--- src/rtl/uart_tx_arbiter_if.sv ---
// Handshake bundle between the byte-stream requesters, the UART transmitter and
// the arbiter that shares it.
//   master : the arbiter side (drives req_ready, uart_start/uart_data, status)
//   slave  : the environment side (requesters + transmitter)
// Signals:
//   req_valid/req_data/req_last  per-source byte stream, source i on data[8i+7:8i]
//   req_ready                    one-cycle byte-accept pulse to the granted source
//   uart_start/uart_data         start pulse and byte to the transmitter
//   uart_busy/uart_ready         transmitter status
//   active/grant_id              grant held / current or last granted source
//   err_timeout/err_overlong     one-cycle abort pulses
interface uart_tx_arbiter_if #(
  parameter int unsigned NUM_SRC = 3,
  parameter int unsigned ID_W    = (NUM_SRC > 1) ? $clog2(NUM_SRC) : 1
);
  logic [NUM_SRC-1:0]   req_valid;
  logic [8*NUM_SRC-1:0] req_data;
  logic [NUM_SRC-1:0]   req_last;
  logic [NUM_SRC-1:0]   req_ready;
  logic                 uart_start;
  logic [7:0]           uart_data;
  logic                 uart_busy;
  logic                 uart_ready;
  logic                 active;
  logic [ID_W-1:0]      grant_id;
  logic                 err_timeout;
  logic                 err_overlong;

  modport master (
    input  req_valid, req_data, req_last, uart_busy, uart_ready,
    output req_ready, uart_start, uart_data, active, grant_id, err_timeout, err_overlong
  );

  modport slave (
    output req_valid, req_data, req_last, uart_busy, uart_ready,
    input  req_ready, uart_start, uart_data, active, grant_id, err_timeout, err_overlong
  );
endinterface

--- src/rtl/uart_tx_arbiter.sv ---
// Round-robin, packet-granular arbiter sharing one UART transmitter between
// NUM_SRC byte-stream requesters. A granted source keeps the transmitter until
// its last byte, a stall (ACK_TIMEOUT cycles) or MAX_PKT_BYTES bytes.
// Ports:
//   sclk  system clock
//   rstn  asynchronous active-low reset
//   bus   uart_tx_arbiter_if.master (requester streams, transmitter handshake, status)
// Optional build macro UART_SRC_TAG_EN: each grant first sends the tag byte
// {4'hA, grant_id} through the normal send path (no req_ready, not counted).
// req_ready and uart_start are decoded from the state so they answer in the same
// cycle; err_timeout/err_overlong are registered and appear in the RELEASE cycle.
module uart_tx_arbiter #(
  parameter int unsigned NUM_SRC       = 3,
  parameter int unsigned MAX_PKT_BYTES = 64,
  parameter int unsigned ACK_TIMEOUT   = 1024
) (
  input  logic             sclk,
  input  logic             rstn,
  uart_tx_arbiter_if.master bus
);
  localparam int unsigned ID_W  = (NUM_SRC > 1) ? $clog2(NUM_SRC) : 1;
  localparam int unsigned TMR_W = $clog2(ACK_TIMEOUT + 1);

  typedef enum logic [2:0] {
    StIdle, StFetch, StSend, StWaitBusy, StWaitDone, StRelease
`ifdef UART_SRC_TAG_EN
    , StTag
`endif
  } state_e;

  state_e             state_q;
  logic [ID_W-1:0]    rr_q;
  logic [ID_W-1:0]    grant_q;
  logic               active_q;
  logic [7:0]         data_q;
  logic               last_q;
  logic [7:0]         count_q;
  logic [TMR_W-1:0]   timer_q;
  logic               err_to_q;
  logic               err_ol_q;
`ifdef UART_SRC_TAG_EN
  logic               tag_q;
`endif

  logic               any_req;
  logic [ID_W-1:0]    winner;
  logic               g_valid;
  logic               g_last;
  logic [7:0]         g_data;
  logic [TMR_W-1:0]   timer_inc;
  logic               timer_hit;
  logic [NUM_SRC-1:0] g_onehot;

  // First requester after the rr pointer, wrapping.
  always_comb begin
    any_req = 1'b0;
    winner  = rr_q;
    for (int unsigned off = 1; off <= NUM_SRC; off++) begin
      int unsigned idx;
      idx = (32'(rr_q) + off) % NUM_SRC;
      if (!any_req && bus.req_valid[idx]) begin
        any_req = 1'b1;
        winner  = ID_W'(idx);
      end
    end
  end

  always_comb begin
    g_valid  = bus.req_valid[grant_q];
    g_last   = bus.req_last[grant_q];
    g_data   = bus.req_data[{grant_q, 3'b000} +: 8];
    g_onehot = '0;
    g_onehot[grant_q] = 1'b1;
    // Saturating increment; timer_hit marks the cycle the limit is reached.
    timer_inc = (timer_q == TMR_W'(ACK_TIMEOUT)) ? timer_q : timer_q + TMR_W'(1);
    timer_hit = (timer_inc == TMR_W'(ACK_TIMEOUT));
  end

  assign bus.req_ready    = (state_q == StFetch && g_valid) ? g_onehot : '0;
  assign bus.uart_start   = (state_q == StSend) && bus.uart_ready;
  assign bus.uart_data    = data_q;
  assign bus.active       = active_q;
  assign bus.grant_id     = grant_q;
  assign bus.err_timeout  = err_to_q;
  assign bus.err_overlong = err_ol_q;

  always_ff @(posedge sclk or negedge rstn) begin
    if (!rstn) begin
      state_q  <= StIdle;
      rr_q     <= ID_W'(NUM_SRC - 1);
      grant_q  <= '0;
      active_q <= 1'b0;
      data_q   <= '0;
      last_q   <= 1'b0;
      count_q  <= '0;
      timer_q  <= '0;
      err_to_q <= 1'b0;
      err_ol_q <= 1'b0;
`ifdef UART_SRC_TAG_EN
      tag_q    <= 1'b0;
`endif
    end else begin
      err_to_q <= 1'b0;
      err_ol_q <= 1'b0;
      unique case (state_q)
        StIdle: begin
          if (any_req) begin
            grant_q  <= winner;
            active_q <= 1'b1;
            count_q  <= '0;
            timer_q  <= '0;
`ifdef UART_SRC_TAG_EN
            state_q  <= StTag;
`else
            state_q  <= StFetch;
`endif
          end
        end
`ifdef UART_SRC_TAG_EN
        StTag: begin
          data_q  <= {4'hA, 4'(grant_q)};
          last_q  <= 1'b0;
          tag_q   <= 1'b1;
          timer_q <= '0;
          state_q <= StSend;
        end
`endif
        StFetch: begin
          if (g_valid) begin
            data_q  <= g_data;
            last_q  <= g_last;
`ifdef UART_SRC_TAG_EN
            tag_q   <= 1'b0;
`endif
            timer_q <= '0;
            state_q <= StSend;
          end else if (timer_hit) begin
            err_to_q <= 1'b1;
            timer_q  <= '0;
            state_q  <= StRelease;
          end else begin
            timer_q <= timer_inc;
          end
        end
        StSend: begin
          if (bus.uart_ready) begin
`ifdef UART_SRC_TAG_EN
            if (!tag_q) count_q <= count_q + 8'd1;
`else
            count_q <= count_q + 8'd1;
`endif
            timer_q <= '0;
            state_q <= StWaitBusy;
          end
        end
        StWaitBusy: begin
          if (bus.uart_busy) begin
            timer_q <= '0;
            state_q <= StWaitDone;
          end else if (timer_hit) begin
            err_to_q <= 1'b1;
            timer_q  <= '0;
            state_q  <= StRelease;
          end else begin
            timer_q <= timer_inc;
          end
        end
        StWaitDone: begin
          if (!bus.uart_busy && bus.uart_ready) begin
            timer_q <= '0;
            // last wins over the byte limit; a tag byte never has count at the limit.
            if (last_q) begin
              state_q <= StRelease;
            end else if (count_q == 8'(MAX_PKT_BYTES)) begin
              err_ol_q <= 1'b1;
              state_q  <= StRelease;
            end else begin
              state_q <= StFetch;
            end
          end
        end
        StRelease: begin
          rr_q     <= grant_q;
          active_q <= 1'b0;
          timer_q  <= '0;
          state_q  <= StIdle;
        end
        default: state_q <= StIdle;
      endcase
    end
  end
endmodule
--- src/flat_wrapper.sv ---
// flat-port wrapper written by rule: the top's interface ports become plain ports
module uart_tx_arbiter_flat 
#(
  parameter int unsigned NUM_SRC       = 3,
  parameter int unsigned MAX_PKT_BYTES = 64,
  parameter int unsigned ACK_TIMEOUT   = 1024
)
  (sclk, rstn, bus_req_valid, bus_req_data, bus_req_last, bus_uart_busy, bus_uart_ready, bus_req_ready, bus_uart_start, bus_uart_data, bus_active, bus_grant_id, bus_err_timeout, bus_err_overlong);
  uart_tx_arbiter_if #(.NUM_SRC(NUM_SRC)) bus_i ();
  input  logic sclk;
  input  logic rstn;
  input wire logic [$bits(bus_i.req_valid)-1:0] bus_req_valid;
  input wire logic [$bits(bus_i.req_data)-1:0] bus_req_data;
  input wire logic [$bits(bus_i.req_last)-1:0] bus_req_last;
  input wire logic [$bits(bus_i.uart_busy)-1:0] bus_uart_busy;
  input wire logic [$bits(bus_i.uart_ready)-1:0] bus_uart_ready;
  output wire logic [$bits(bus_i.req_ready)-1:0] bus_req_ready;
  output wire logic [$bits(bus_i.uart_start)-1:0] bus_uart_start;
  output wire logic [$bits(bus_i.uart_data)-1:0] bus_uart_data;
  output wire logic [$bits(bus_i.active)-1:0] bus_active;
  output wire logic [$bits(bus_i.grant_id)-1:0] bus_grant_id;
  output wire logic [$bits(bus_i.err_timeout)-1:0] bus_err_timeout;
  output wire logic [$bits(bus_i.err_overlong)-1:0] bus_err_overlong;
  assign bus_i.req_valid = bus_req_valid;
  assign bus_i.req_data = bus_req_data;
  assign bus_i.req_last = bus_req_last;
  assign bus_i.uart_busy = bus_uart_busy;
  assign bus_i.uart_ready = bus_uart_ready;
  assign bus_req_ready = bus_i.req_ready;
  assign bus_uart_start = bus_i.uart_start;
  assign bus_uart_data = bus_i.uart_data;
  assign bus_active = bus_i.active;
  assign bus_grant_id = bus_i.grant_id;
  assign bus_err_timeout = bus_i.err_timeout;
  assign bus_err_overlong = bus_i.err_overlong;
  uart_tx_arbiter #(.NUM_SRC(NUM_SRC), .MAX_PKT_BYTES(MAX_PKT_BYTES), .ACK_TIMEOUT(ACK_TIMEOUT)) u_core (.sclk(sclk), .rstn(rstn), .bus(bus_i));
endmodule
--- config.mk ---
export PLATFORM = sky130hd
export DESIGN_NAME = uart_tx_arbiter_flat
export DESIGN_NICKNAME = d
export VERILOG_FILES = /design/src/rtl/uart_tx_arbiter_if.sv /design/src/rtl/uart_tx_arbiter.sv /design/src/flat_wrapper.sv
export SDC_FILE = /design/constraint.sdc
export NUM_CORES = 1
export LEC_CHECK = 0
export BUFFER_PORTS_ARGS = -buffer_cell sky130_fd_sc_hd__buf_4
export CORE_ASPECT_RATIO = 2
export CORE_MARGIN = 2
export CORE_UTILIZATION = 50
export DETAILED_ROUTE_END_ITERATION = 6
export GPL_ROUTABILITY_DRIVEN = 1
export PLACE_DENSITY = 0.88
export SLEW_MARGIN = 20
export SYNTH_ARGS = -nofsm -noshare
export SYNTH_HDL_FRONTEND = slang
export SYNTH_SLANG_ARGS = --single-unit
--- constraint.sdc ---
create_clock -name sclk -period 2.3 [get_ports sclk]
set_input_delay 0.115 -clock sclk [delete_from_list [all_inputs] [get_ports sclk]]
set_output_delay 0.115 -clock sclk [all_outputs]
set_load 0.01 [all_outputs]
==> out/qor.yml, run 1 <==
clocking:
  cts-root-buf: "clkbuf_8"
  cts.htree.levels: 2
  clock_latency_ns: 0.30
  clock_sinks: 38
  cts_tree: "yes"
  path_clk_slew_ns: 0.08
  numCtsBuffers: 5
  cts_buffer_depth: 2
critical_path:
  cp_common_cell: "or4_4"
  worst_setup_path_start_kind: "flip-flop"
  path_depth: 7
  rr_worst_depth: 7
  required_ns: 2.47
  cp_max_fo: 4
  path_class: "flip-flop to flip-flop"
  arrival_ns: 2.43
  slowest_stage: "or4_4"
  crit_path_end_kind: "flip-flop"
  path_delay_family: "simple AND/OR/NAND/NOR gates"
  max_stage_delay_ns: 0.52
  critical_path.cell_chain: "ha_4 > nand4_2 > or4_4 > a22o_1 > or4_4 > nand2_1 > a21oi_1"
  path_buf_inv: 0
logic_synthesis:
  avgSynthCellArea_um2: 8.43
  yosysSeqAreaShare: 0.375
  yosysWarnings: 0
  synthesis.nets: 341
  synth-edff-count: 0
  synthArstFlopShare: 1.00
  ys_seq_elements: 38
  synth_area_um2: 2540
  synthCells: 301
  synth-main-ff-cell: "dfrtp_1"
  synth_cell_type_count: 57
min_path:
  min_path_cells: 3
  hold_path_class: "input port to flip-flop"
drt:
  first_pass_iters: 5
  via_count: 2690
  drc_errors: 0
  first_iter_violations: 102
  antenna_left: 0
  drt-wirelength-per-cell_um: 18.1
  routed_wl_mm: 7.66
  vias_per_cell: 6.36
floorplanning:
  core_um2: 4860
  io_pins: 51
  fp.dieW_um: 54.4
  rows: 36
  initial_core_util: 0.522
  die_area_um2: 5700
  die_y_um: 105
placement:
  dp_hpwl_mm: 5.71
  gp_congestion: 1.02
  io_buffers: 50
timing:
  report.final.slew_viol_count: 0
  max_freq_mhz: 443
  hold_viol: 0
  maxSlewHeadroom: 0.674
  clock_skew_ns: 0.00925
  holdWs_ns: 0.0668
  period_share: 0.981
  tightest_slew_ns: 0.490
  fin_crit_ns: 2.26
  setup_viol: 0
flow_run:
  drv_cap: 0
power:
  powerDensity_nw_per_um2: 1050
  fin_total_pwr_mw: 3.41
  peakVddDrop_mv: 0.722
  leakage_nw: 1.47
grt:
  antenna_found_initial: 0
  grt_pass1_vias: 2774
  grt_max_degree: 39
  met2_usage: 0.505
  overflow: 0
  top_usage_layer: "met2"
  grtUsageMet1: 0.264
  use_met3: 0.0700
  track_usage: 0.290
  grt_first_pass_wirelength_mm: 12.3
finish:
  area_delta_synth_final_pct: 28.1
  final_nets: 405
  antenna_cells: 0
  drive_above_1_share: 0.279
outcome:
  status: "finished clean"
## repair_timing
| action | 4_1_cts | 5_1_grt |
|---|---|---|
| setup endpoints to repair | 3 | 5 |
| gates resized for setup | 2 | 10 |
| endpoints found under the hold margin | 37 | 0 |
| pin swaps | 0 | 2 |
| setup buffers | 1 | 0 |
| hold buffers | 1 | 0 |
| cloned | 0 | 0 |
## routing by layer
metal / wire, µm / part of all wire / up-vias
met5: 0 / 0 / -
met4: 352 / 0.046 / 0
met3: 356 / 0.046 / 31
met2: 4440 / 0.58 / 128
met1: 2510 / 0.33 / 1296
li1: - / - / 1235
## registers in the layout, indices dropped and copies added (netlist names)
signal,cells
u_core.timer_q,11
u_core.bus.uart_data,8
u_core.count_q,8
u_core.state_q,3
u_core.bus.grant_id,2
u_core.rr_q,2
u_core.bus.active,1
u_core.bus.err_overlong,1
u_core.bus.err_timeout,1
u_core.last_q,1
## power by group
group          internal, mW  switching [mW]  total, mW  leakage, nW
logic                 0.788            1.01       1.80        0.917
registers             0.841           0.207       1.05        0.498
clock network         0.319           0.244      0.563       0.0579
## area by class of cell
type / instances / area [µm²]
fill: 390 / 1610
clock inverter: 3 / 40.0
inverter: 11 / 41.3
clock buffer: 5 / 68.8
sequential: 38 / 956
tap: 57 / 71.3
multi-input combinational: 234 / 1510
timing repair buffer: 75 / 566
## metrics by stage
stage                     worst slack (ns)  utilization  cells  setup TNS [ns]  cell area, µm²
after floorplan                     0.0175            -    301               0            2550
after global placement              0.0816        0.636    413               0            3090
after detailed placement           -0.0145        0.636    413         -0.0195            3090
after CTS                           0.0176        0.663    423               0            3230
after global routing               -0.0117        0.669    423         -0.0137            3250
final                               0.0443        0.669    423               0            3250
## worst register-to-register path, stage by stage (launching register included)
cell and delay (ns):
dfrtp_1 0.43, ha_4 0.17, nand4_2 0.12, or4_4 0.51
a22o_1 0.24, or4_4 0.52, nand2_1 0.09, a21oi_1 0.07
## cells in the mapped netlist, types with 3 or more instances
cell      number  share of area
and2_1         9          0.022
nand2b_1       3         0.0074
a211oi_1       4          0.012
o21ai_0       29          0.057
o31ai_1        7          0.021
dfrtp_1       37           0.36
a221oi_1       3          0.010
nor3_1         4         0.0079
nor3b_1        3         0.0089
nand2_1       30          0.044
and3_1         4         0.0099
nand3_1       11          0.022
nor2_1        28          0.041
inv_1         10          0.015
clkbuf_1      11          0.016
o22ai_1        3         0.0074
a31oi_1        6          0.015
a21oi_1       17          0.034
a21o_1         3         0.0089
buf_2          5         0.0099
nand4_1        6          0.015
ha_1           6          0.030
mux2i_1       10          0.039
nor2b_1        5          0.012
xnor2_1        4          0.014
## placed cells by master (no fill, tap or decap), drive strengths merged, types with 4 or more instances in the layout
| cell type | instances |
|---|---|
| nor3 | 4 |
| ha | 6 |
| inv | 10 |
| nor2b | 5 |
| clkbuf | 5 |
| o31ai | 8 |
| o21ai | 29 |
| dfrtp | 37 |
| and3 | 5 |
| and2 | 9 |
| xnor2 | 4 |
| a21oi | 17 |
| nand2 | 30 |
| mux2i | 10 |
| buf | 74 |
| a31oi | 6 |
| nor2 | 28 |
| nand4 | 7 |
| nand3 | 11 |
| a211oi | 4 |
## cells by family after synthesis
group,Yosys count,synth area share
simple gates,120,0.247
compound gates,91,0.235
flops,38,0.375
buf+inv,29,0.0468
mux,12,0.0483
fa+ha+maj,7,0.0335
xor+xnor,4,0.0138
## worst paths after layout
kind / start / end / slack [ns]
worst max-delay path: u_core.timer_q[0] / u_core.state_q[1] / 0.04
worst min-delay path: bus_uart_ready / u_core.bus.err_overlong / 0.07
worst max register to register: u_core.timer_q[0] / u_core.state_q[1] / 0.04
worst min register to register: u_core.bus.uart_data[2] / u_core.bus.uart_data[2] / 0.49
max in group asynchronous: rstn / u_core.timer_q[1] / 1.60
min in group asynchronous: rstn / u_core.count_q[0] / 0.32
Power figures use the tool's default switching activity.
==> run 2, diff against run 1 <==
--- a/config.mk
+++ b/config.mk
@@ -6,7 +6,7 @@
 export NUM_CORES = 1
 export LEC_CHECK = 0
 export BUFFER_PORTS_ARGS = -buffer_cell sky130_fd_sc_hd__buf_4
-export CORE_ASPECT_RATIO = 2
+export CORE_ASPECT_RATIO = 0.75
 export CORE_MARGIN = 2
 export CORE_UTILIZATION = 50
 export DETAILED_ROUTE_END_ITERATION = 6
==> out/qor.yml, run 2 (synthesis gave the netlist of run 1 again) <==
clocking:
  clock_sinks: 38  # unchanged
  clock_latency_ns: 0.30  # about the same
  cts.htree.levels: 2  # unchanged
  numCtsBuffers: 5  # unchanged
  cts_tree: "yes"
  path_clk_slew_ns: 0.08  # about the same
  cts_buffer_depth: 2  # unchanged
  cts-root-buf: "clkbuf_8"
finish:
  antenna_cells: 0  # unchanged
  largest_register: "u_core.timer_q"
  final_cells: 424  # +0.24%
  largest_reg_flops: 11  # unchanged
  final_util: 0.660  # -0.00912
  drive_above_1_share: 0.277  # -0.00122
  layout_commonest_cell: "buf_4"
  final_nets: 403  # -0.49%
  layout_common_cells: "buf_4 (72), dfrtp_1 (32), nand2_1 (30)"
  area_delta_synth_final_pct: 27.3
floorplanning:
  die_y_um: 65.7  # -37%
  die_area_um2: 5670  # -0.50%
  rows: 22  # -39%
  core_um2: 4900  # +0.72%
  initial_core_util: 0.518  # -0.00373
  fp.dieW_um: 86.3  # +59%
  io_pins: 51  # unchanged
timing:
  maxSlewHeadroom: 0.677  # +0.00373
  hold_viol: 0  # unchanged
  max_freq_mhz: 453  # +2.2%
  report.final.slew_viol_count: 0  # unchanged
  clock_skew_ns: 0.00821  # -0.00103 ns
  tns_ns: 0  # unchanged
  fin_crit_ns: 2.21  # -0.0483 ns
  tightest_slew_ns: 0.484  # -0.00559 ns
  period_share: 0.960  # -0.0210
  worst_slack_ns: 0.0926  # +0.0483 ns
  setup_viol: 0  # unchanged
critical_path:
  cp_max_fo: 5  # +1
  cp_common_cell: "or4_4"
  max_stage_delay_ns: 0.51  # about the same
  crit_path_end_kind: "flip-flop"
  path_class: "flip-flop to flip-flop"
  required_ns: 2.47  # about the same
  arrival_ns: 2.38  # -0.05 ns
  slowest_stage: "or4_4"
  worst_setup_path_start_kind: "flip-flop"
  critical_path.cell_chain: "ha_4 > nand4_2 > or4_4 > a22o_1 > or4_4 > nand2_1 > a21oi_1"
drt:
  drc_errors: 0  # unchanged
  met2_length_mm: 2.81  # -37%
  via_count: 2523  # -6.2%
  wl_met1_mm: 2.94  # +17%
  routed_wl_mm: 6.32  # -18%
  vias_per_cell: 5.95  # -6.4%
  drt-wirelength-per-cell_um: 14.9  # -18%
  top_layer: "met4"
  wl_met3_um: 487  # +37%
  first_pass_iters: 4  # -1
  first_iter_violations: 265  # +160%
  antenna_left: 0  # unchanged
grt:
  grt_max_degree: 39  # unchanged
  track_usage: 0.239  # -0.0509
  grt_first_pass_wirelength_mm: 10.6  # -14%
  grt_pass1_vias: 2370  # -15%
  overflow: 0  # unchanged
  antenna_found_initial: 0  # unchanged
flow_run:
  drv_cap: 0  # unchanged
placement:
  dp_hpwl_mm: 4.54  # -20%
  dp_cells: 411  # -0.48%
  gp_congestion: 0.904  # -12%
  io_buffers: 50  # unchanged
  pre_cts_slack_ns: -0.0855  # -0.0711 ns
power:
  peakVddDrop_mv: 0.625  # -13%
  powerDensity_nw_per_um2: 1030  # -1.9%
  leakage_nw: 1.45  # -1.7%
min_path:
  hold_path_class: "input port to flip-flop"
outcome:
  status: "finished clean"
run 2: cell count changes in the layout (fill, tap and decap cells not counted), sizes merged:
cell	change
buf	-2
bufinv	-1
clkbuf	+2
clkinv	-1
run 2: cell type report:
cell class | count | area, µm²
clock inverter | 1 | 5.00
timing repair buffer | 73 | 551
tap | 60 | 75.1
sequential | 38 | 958
inverter | 11 | 41.3
clock buffer | 7 | 86.3
multi-input combinational | 234 | 1520
fill | 401 | 1670
run 2: metrics by stage:
stage                     area [µm²]  hold WS, ns  power, mW
after floorplan                 2550       -0.181       2.10
after global placement          3060        0.108       2.67
after detailed placement        3060        0.110       2.73
after CTS                       3160       0.0535       3.22
after global routing            3230       0.0541       3.61
final                           3230       0.0574       3.33
run 2: repair_timing:
item | CTS | global route
resized for setup | 2 | 12
pin swaps | 0 | 3
hold endpoints to repair | 37 | 0
setup endpoints to repair | 2 | 10
buffers inserted | 0 | 4
hold buffers | 1 | 0
run 2: metal layers:
| metal | vias to the layer above | track usage |
|---|---|---|
| li1 | 1235 | - |
| met1 | 1186 | 0.328 |
| met2 | 95 | 0.354 |
| met3 | 7 | 0.0754 |
| met4 | 0 | 0.0918 |
| met5 | - | 0 |
run 2: path summary, 6_finish.rpt:
check / from / end / slack [ns] / depth (start not counted)
worst max register to register: u_core.timer_q[0] / u_core.state_q[1] / 0.09 / 7
worst max-delay path: u_core.timer_q[0] / u_core.state_q[1] / 0.09 / 7
min in group asynchronous: rstn / u_core.count_q[4] / 0.32 / 2
worst min register to register: u_core.bus.uart_data[2] / u_core.bus.uart_data[2] / 0.48 / 2
worst min-delay path: bus_uart_ready / u_core.bus.err_overlong / 0.06 / 3
max in group asynchronous: rstn / u_core.timer_q[1] / 1.61 / 2
run 2: where the power goes:
group	total [mW]	switching [mW]	internal, mW
Sequential	1.04	0.201	0.842
Combinational	1.81	0.975	0.834
Clock	0.475	0.234	0.242
run 2: worst max-delay path, delay by kind of cell (launching register included):
family / cells / cell delay [ns]
AOI/OAI and AO/OA: 2 / 0.29
adders and majority gates: 1 / 0.17
DFF: 1 / 0.41
and+or+nand+nor: 4 / 1.21
